### config.mk
export PLATFORM = sky130hd
export DESIGN_NAME = ads1115_i2c_target
export DESIGN_NICKNAME = d
export VERILOG_FILES = /design/src/rtl/ads1115_pkg.sv /design/src/rtl/ads1115_i2c_target_bus_sync.sv /design/src/rtl/ads1115_i2c_target.sv
export SDC_FILE = /design/constraint.sdc
export NUM_CORES = 1
export LEC_CHECK = 0
export ABC_AREA = 1
export BUFFER_PORTS_ARGS = -buffer_cell sky130_fd_sc_hd__buf_2
export CAP_MARGIN = 15
export CORE_MARGIN = 2
export CORE_UTILIZATION = 25
export CTS_CLUSTER_DIAMETER = 200
export DETAILED_ROUTE_END_ITERATION = 7
export HOLD_SLACK_MARGIN = 0.15
export PLACE_DENSITY = 0.52
export SYNTH_ARGS = -nofsm -noshare
export SYNTH_HDL_FRONTEND = slang
export SYNTH_SLANG_ARGS = --single-unit
export TNS_END_PERCENT = 50
### constraint.sdc
create_clock -name i_clk -period 1.9 [get_ports i_clk]
set_clock_uncertainty 0.1 [all_clocks]
set_input_delay 0.38 -clock i_clk [delete_from_list [all_inputs] [get_ports i_clk]]
set_output_delay 0.38 -clock i_clk [all_outputs]
set_load 0.02 [all_outputs]
### src/rtl/ads1115_pkg.sv
// Shared constants and types for the ADS1115 I2C target and its bus partner.
// Defaults match an ADS1115 with its ADDR pin tied to GND.
package ads1115_pkg;

    localparam logic [6:0]  DEV_ADDR_DEFAULT  = 7'h48;
    localparam logic [15:0] CFG_RESET_DEFAULT = 16'h8583;
    localparam logic [15:0] LO_RESET_DEFAULT  = 16'h8000;
    localparam logic [15:0] HI_RESET_DEFAULT  = 16'h7FFF;

    localparam logic [1:0] PTR_CONV = 2'd0;
    localparam logic [1:0] PTR_CFG  = 2'd1;
    localparam logic [1:0] PTR_LO   = 2'd2;
    localparam logic [1:0] PTR_HI   = 2'd3;

    typedef enum logic [3:0] {
        ST_IDLE,
        ST_ADDR,
        ST_ADDR_ACK,
        ST_PTR,
        ST_PTR_ACK,
        ST_WDATA,
        ST_WDATA_ACK,
        ST_RDATA,
        ST_RDATA_ACK,
        ST_IGNORE
    } state_t;

endpackage

### src/rtl/ads1115_i2c_target_bus_sync.sv
// Two-flop synchronizers for SCL/SDA plus registered START/STOP and SCL edge flags.
// A pin change shows up on the flags three clocks later; o_sda is aligned with the flags.
module i2c_bus_sync (
    input  logic i_clk,
    input  logic i_rst_n,
    input  logic i_scl,
    input  logic i_sda,
    output logic o_sda,
    output logic o_scl_rise,
    output logic o_scl_fall,
    output logic o_start,
    output logic o_stop
);

    logic [1:0] r_scl_sync;
    logic [1:0] r_sda_sync;
    logic       r_scl_prev;
    logic       r_sda_prev;

    always_ff @(posedge i_clk) begin
        if (!i_rst_n) begin
            r_scl_sync <= 2'b11;
            r_sda_sync <= 2'b11;
            r_scl_prev <= 1'b1;
            r_sda_prev <= 1'b1;
            o_sda      <= 1'b1;
            o_scl_rise <= 1'b0;
            o_scl_fall <= 1'b0;
            o_start    <= 1'b0;
            o_stop     <= 1'b0;
        end else begin
            r_scl_sync <= {r_scl_sync[0], i_scl};
            r_sda_sync <= {r_sda_sync[0], i_sda};
            r_scl_prev <= r_scl_sync[1];
            r_sda_prev <= r_sda_sync[1];
            o_sda      <= r_sda_sync[1];
            o_scl_rise <= r_scl_sync[1] & ~r_scl_prev;
            o_scl_fall <= ~r_scl_sync[1] & r_scl_prev;
            // SDA may only move while SCL is high for START/STOP
            o_start    <= r_scl_sync[1] & r_scl_prev & ~r_sda_sync[1] & r_sda_prev;
            o_stop     <= r_scl_sync[1] & r_scl_prev & r_sda_sync[1] & ~r_sda_prev;
        end
    end

endmodule

### src/rtl/ads1115_i2c_target.sv
// I2C target emulating the ADS1115 pointer/config/threshold/conversion registers.
// Bits are sampled on SCL rise; SDA drive only changes just after an SCL fall.
module ads1115_i2c_target
    import ads1115_pkg::*;
#(
    parameter logic [6:0]  DEV_ADDR  = DEV_ADDR_DEFAULT,
    parameter logic [15:0] CFG_RESET = CFG_RESET_DEFAULT,
    parameter logic [15:0] LO_RESET  = LO_RESET_DEFAULT,
    parameter logic [15:0] HI_RESET  = HI_RESET_DEFAULT
) (
    input  logic        i_clk,
    input  logic        i_rst_n,
    input  logic        i_scl_in,
    input  logic        i_sda_in,
    output logic        o_sda_oe,
    input  logic [15:0] i_conv_data,
    input  logic        i_conv_valid,
    output logic [15:0] o_cfg_value,
    output logic        o_cfg_wr,
    output logic        o_busy
);

    logic        w_sda;
    logic        w_scl_rise;
    logic        w_scl_fall;
    logic        w_start;
    logic        w_stop;
    logic [15:0] w_reg_sel;

    state_t      r_state;
    logic [7:0]  r_shift;
    logic [2:0]  r_bit_cnt;
    logic        r_byte_done;
    logic        r_rw;
    logic [1:0]  r_ptr;
    logic [1:0]  r_wr_cnt;
    logic [7:0]  r_wr_msb;
    logic [15:0] r_conv;
    logic [15:0] r_cfg;
    logic [15:0] r_lo;
    logic [15:0] r_hi;
    logic        r_ready;
    logic [15:0] r_shadow;
    logic [7:0]  r_tx;
    logic        r_sent_msb;
    logic        r_master_nack;

    i2c_bus_sync u_bus_sync (
        .i_clk      (i_clk),
        .i_rst_n    (i_rst_n),
        .i_scl      (i_scl_in),
        .i_sda      (i_sda_in),
        .o_sda      (w_sda),
        .o_scl_rise (w_scl_rise),
        .o_scl_fall (w_scl_fall),
        .o_start    (w_start),
        .o_stop     (w_stop)
    );

    assign o_cfg_value = r_cfg;

    // Config readback replaces OS with the conversion-ready flag
    always_comb begin
        w_reg_sel = r_conv;
        case (r_ptr)
            PTR_CONV: w_reg_sel = r_conv;
            PTR_CFG:  w_reg_sel = {r_ready, r_cfg[14:0]};
            PTR_LO:   w_reg_sel = r_lo;
            PTR_HI:   w_reg_sel = r_hi;
            default:  w_reg_sel = r_conv;
        endcase
    end

    always_ff @(posedge i_clk) begin
        if (!i_rst_n) begin
            r_state       <= ST_IDLE;
            r_shift       <= 8'h00;
            r_bit_cnt     <= 3'd0;
            r_byte_done   <= 1'b0;
            r_rw          <= 1'b0;
            r_ptr         <= PTR_CONV;
            r_wr_cnt      <= 2'd0;
            r_wr_msb      <= 8'h00;
            r_conv        <= 16'h0000;
            r_cfg         <= CFG_RESET;
            r_lo          <= LO_RESET;
            r_hi          <= HI_RESET;
            r_ready       <= 1'b1;
            r_shadow      <= 16'h0000;
            r_tx          <= 8'h00;
            r_sent_msb    <= 1'b0;
            r_master_nack <= 1'b0;
            o_sda_oe      <= 1'b0;
            o_cfg_wr      <= 1'b0;
            o_busy        <= 1'b0;
        end else begin
            o_cfg_wr <= 1'b0;
            if (i_conv_valid) begin
                r_conv  <= i_conv_data;
                r_ready <= 1'b1;
            end

            if (w_start) begin
                r_state     <= ST_ADDR;
                o_busy      <= 1'b1;
                r_bit_cnt   <= 3'd0;
                r_byte_done <= 1'b0;
            end else if (w_stop) begin
                r_state  <= ST_IDLE;
                o_busy   <= 1'b0;
                o_sda_oe <= 1'b0;
            end else if (w_scl_rise) begin
                case (r_state)
                    ST_ADDR, ST_PTR, ST_WDATA, ST_RDATA: begin
                        r_shift   <= {r_shift[6:0], w_sda};
                        r_bit_cnt <= r_bit_cnt + 3'd1;
                        if (r_bit_cnt == 3'd7) r_byte_done <= 1'b1;
                    end
                    ST_RDATA_ACK: r_master_nack <= w_sda;
                    default: ;
                endcase
            end else if (w_scl_fall) begin
                case (r_state)
                    ST_ADDR: if (r_byte_done) begin
                        r_byte_done <= 1'b0;
                        if (r_shift[7:1] == DEV_ADDR) begin
                            r_state  <= ST_ADDR_ACK;
                            r_rw     <= r_shift[0];
                            o_sda_oe <= 1'b1;
                        end else begin
                            r_state <= ST_IGNORE;
                        end
                    end
                    ST_ADDR_ACK: if (r_rw) begin
                        // Snapshot keeps a two-byte read coherent against conv_valid
                        r_state    <= ST_RDATA;
                        r_shadow   <= w_reg_sel;
                        r_tx       <= w_reg_sel[15:8];
                        r_sent_msb <= 1'b1;
                        o_sda_oe   <= ~w_reg_sel[15];
                    end else begin
                        r_state  <= ST_PTR;
                        o_sda_oe <= 1'b0;
                    end
                    ST_PTR: if (r_byte_done) begin
                        r_byte_done <= 1'b0;
                        r_ptr       <= r_shift[1:0];
                        r_state     <= ST_PTR_ACK;
                        o_sda_oe    <= 1'b1;
                    end
                    ST_PTR_ACK: begin
                        r_state  <= ST_WDATA;
                        r_wr_cnt <= 2'd0;
                        o_sda_oe <= 1'b0;
                    end
                    ST_WDATA: if (r_byte_done) begin
                        r_byte_done <= 1'b0;
                        if (r_wr_cnt == 2'd0) begin
                            r_wr_msb <= r_shift;
                            r_wr_cnt <= 2'd1;
                            r_state  <= ST_WDATA_ACK;
                            o_sda_oe <= 1'b1;
                        end else if (r_wr_cnt == 2'd1) begin
                            r_wr_cnt <= 2'd2;
                            r_state  <= ST_WDATA_ACK;
                            o_sda_oe <= 1'b1;
                        end else begin
                            r_state <= ST_IGNORE;
                        end
                    end
                    ST_WDATA_ACK: begin
                        r_state  <= ST_WDATA;
                        o_sda_oe <= 1'b0;
                        // r_shift still holds the LSB; the ACK bit is not shifted in
                        if (r_wr_cnt == 2'd2) begin
                            case (r_ptr)
                                PTR_CFG: begin
                                    r_cfg    <= {r_wr_msb, r_shift};
                                    o_cfg_wr <= 1'b1;
                                    if (r_wr_msb[7]) r_ready <= 1'b0;
                                end
                                PTR_LO:  r_lo <= {r_wr_msb, r_shift};
                                PTR_HI:  r_hi <= {r_wr_msb, r_shift};
                                default: ;
                            endcase
                        end
                    end
                    ST_RDATA: if (r_byte_done) begin
                        r_byte_done <= 1'b0;
                        r_state     <= ST_RDATA_ACK;
                        o_sda_oe    <= 1'b0;
                    end else begin
                        r_tx     <= {r_tx[6:0], 1'b0};
                        o_sda_oe <= ~r_tx[6];
                    end
                    ST_RDATA_ACK: if (r_master_nack) begin
                        r_state <= ST_IGNORE;
                    end else begin
                        r_state    <= ST_RDATA;
                        r_sent_msb <= ~r_sent_msb;
                        r_tx       <= r_sent_msb ? r_shadow[7:0] : r_shadow[15:8];
                        o_sda_oe   <= r_sent_msb ? ~r_shadow[7] : ~r_shadow[15];
                    end
                    default: ;
                endcase
            end
        end
    end

endmodule

==> run_results.csv <==
group,metric,value,unit
outcome,status,"finished, final reports clean",
route,drt_iter0_drc,412,
global_route,grt_usage,0.145,
sta,rsz0062_at_grt,"true",
synthesis,synth_nets,785,
die,top_level_ports,40,
sta,hold_violations,0,
setup_path,worstSetupStartpointType,"register",
global_route,grt_pass1_wl,27400,µm
global_route,top_usage_layer,"met2",
setup_path,cp_slowest_stage_delay,0.34,ns
power,power_density,905,mW/mm²
setup_path,slowest_stage,"dfxtp_1",
sta,relSlewSlack,0.635,
global_route,grt_use_met2,0.226,
finish,instances_no_fill,1157,
global_route,grt_start_max_net_pins,66,
finish,multi_input_area,0.00254,mm²
cts,htreeDepth,4,
global_route,first_global_vias,5053,
global_route,grtUsageMet3,0.0244,
die,die_w,155,µm
finish,final_nets,884,
place,dp.cells,1109,
synthesis,yosys-top-cells-count,"dfxtp_1 (132), nand2_1 (129), nor2_1 (110)",
cts,clockRootBuffer,"clkbuf_16",
route,dr.pass1.iters,6,
die,num_rows,55,
synthesis,synth.avg_cell_area,7.44,µm²
synthesis,ys.flop_type,"dfxtp_1",
synthesis,ys_seq_elements,132,
synthesis,yosys-top-cells-area,"dfxtp_1 (47%), nand2_1 (8.5%), o21ai_0 (7.3%), nor2_1 (7.3%), a21oi_1 (6.2%)",
setup_path,cp_num_buf_inv,3,
setup_path,cp_common_cell,"buf_4",
finish,diodes,0,
synthesis,ys_seq_area_frac,0.466,
sta,fmax,572,MHz
synthesis,synth_cell_types,34,
min_path,hold_path_class,"reg -> reg",
finish,area_growth,29.7,%
setup_path,crit_path_start,"r_state[3]$_SDFFE_PP0P_",
sta,maxSlewViolCount,0,
global_route,antenna_found_initial,0,
place,dp_hpwl,12100,µm
cts,postCtsSetupBuffers,0,
sta,tightest_slew,0.546,ns
setup_path,r2r_start,"r_state[3]$_SDFFE_PP0P_",
setup_path,worst_ep_required_time,2.11,ns
route,wire_per_inst,14.5,µm
setup_path,cp-end-kind,"register",
sta,fin_crit_sh,0.920,
place,io_buffers,39,
cts,clock_path_buffers,2,
power,leakage,3.19,nW
synthesis,synth-edff-count,0,
synthesis,yosys.area.top_type,"dfxtp_1",
cts,cts_tree,"built",
setup_path,crit_family,"simple AND/OR/NAND/NOR gates",
die,dieArea,0.0239,mm²
setup_path,worstPathCellList,"inv_2 > nand2_2 > buf_4 > nor4_4 > nand3_2 > buf_4 > o21ai_0 > a21oi_1",
cts,insertion_delay,0.42,ns
finish,fin_util,0.328,
place,gp_congestion,0.891,
setup_path,worstPathMaxFanout,13,
sta,post-route-min-period,1.75,ns
setup_path,path_depth,8,
min_path,hp-start,"u_bus_sync.r_sda_sync[0]$_SDFF_PN1_",
die,coreArea,0.0224,mm²
sta,setup_viol_count_final,0,
finish,regArea,0.00264,mm²
finish,drive_gt1_frac,0.177,
synthesis,synth_async_sr_flop_share,0,
setup_path,cp-endpoint,"o_cfg_value[3]$_SDFFE_PN0P_",
synthesis,synth_most_common_cell,"dfxtp_1",
setup_path,rr_worst_depth,8,
cts,path_clk_slew,0.06,ns
setup_path,worstSetupPathType,"reg -> reg",
die,start_util,0.253,
synthesis,synth_area,0.00567,mm²
route,wl,16800,µm
route,ant_nets,0,
setup_path,rrSetupSlack,0.15,ns
synthesis,ys_warn_count,0,
cts,clock-sinks,132,
setup_path,cp.arrival,1.96,ns
die,die_y,155,µm
synthesis,syn_inst,762,
finish,fillers,2404,
route,viasPerCell,4.53,
route,vias,5238,
synthesis,synth_top_cell_area_share,0.466,
global_route,grt_use_met1,0.200,
route,route.detailed.drc,0,
cts,numCtsBuffers,17,
setup_path,r2r_end,"o_cfg_value[3]$_SDFFE_PN0P_",
global_route,grt.overflow.total,0,
run,drv_cap,0,
power,ir_drop,0.000520,V
-- worst min path at each step --
stage | to | slack [ns] | cells after the start
after global placement | u_bus_sync.r_scl_sync[1]$_SDFF_PN1_ | 0.29 | 1
after floorplan | u_bus_sync.r_scl_sync[1]$_SDFF_PN1_ | 0.29 | 1
after global routing | r_ready$_SDFF_PN1_ | 0.33 | 3
after detailed placement | u_bus_sync.r_sda_sync[1]$_SDFF_PN1_ | 0.30 | 1
final | u_bus_sync.r_sda_sync[1]$_SDFF_PN1_ | 0.31 | 1
after CTS | u_bus_sync.r_sda_sync[1]$_SDFF_PN1_ | 0.31 | 1
-- cell usage in the layout (no fill, tap or decap), types with 8 or more instances in the layout --
master / netlist / final
clkbuf_16: 0 / 17
nand4_1: 14 / 14
a221oi_1: 8 / 8
buf_4: 3 / 53
dfxtp_1: 132 / 131
buf_2: 6 / 39
a21oi_1: 70 / 70
nand2_1: 129 / 128
dlygate4sd3_1: 0 / 18
o21ai_0: 83 / 83
inv_1: 86 / 85
nor2_1: 110 / 110
nand3_1: 17 / 17
o211ai_1: 14 / 14
-- repair_timing --
item | CTS | global route
endpoints found under the hold margin | 18 | 0
gates resized for setup | 0 | 5
hold buffers | 18 | 0
setup endpoints to repair | 0 | 22
-- logic make-up (layout without fill, tap and decap cells) --
family,after synthesis,after routing,share of synthesized area
simple gates,298,298,0.227
compound gates,207,207,0.213
flops,132,132,0.466
buf+inv,123,233,0.0889
fa+ha+maj,2,2,0.00441
-- worst reg2reg max path: cells and delay by family (launching register included) --
family | cells | cell delay, ns
AO/OA/AOI/OAI | 2 | 0.23
buffers and inverters | 3 | 0.48
AND/OR/NAND/NOR | 3 | 0.51
flip-flops | 1 | 0.34
-- area by class of cell --
cell class | instances | share of cell area
Tap cell | 285 | 0.0485
Sequential cell | 132 | 0.360
Multi-Input combinational cell | 507 | 0.345
Clock buffer | 18 | 0.0597
Timing Repair Buffer | 113 | 0.113
Clock inverter | 12 | 0.0277
Inverter | 90 | 0.0459
-- stage by stage --
step	TNS [ns]	setup slack, ns	hold WS, ns	total power, mW	instance area [µm²]
2_1_floorplan	0	0.287	0.293	3.01	5670
3_3_place_gp	0	0.0586	0.294	3.09	6510
3_5_place_dp	0	0.0491	0.298	3.09	6510
4_1_cts	0	0.0446	0.311	6.72	7340
5_1_grt	-0.0596	-0.0334	0.326	6.89	7350
6_report	0	0.152	0.309	6.66	7350
-- power by group --
part	leakage (nW)	internal, mW	switching, mW	total, mW
sequential	1.07	2.80	0.0254	2.83
combinational	1.81	0.0952	0.140	0.235
clock	0.310	2.36	1.24	3.59
-- routing by layer --
metal / vias to the layer above / wire, µm
met1: 2380 / 8480
met3: 31 / 565
met4: 0 / 397
met2: 97 / 7320
met5: - / 0
li1: 2730 / -
-- state kept, by name (all words and copies together) (netlist names), 4 cells and up --
register / count
o_cfg_value: 16
r_conv: 16
r_hi: 16
r_lo: 16
r_shadow: 16
r_shift: 8
r_state: 4
r_tx: 7
r_wr_msb: 8
Power figures use the tool's default switching activity.
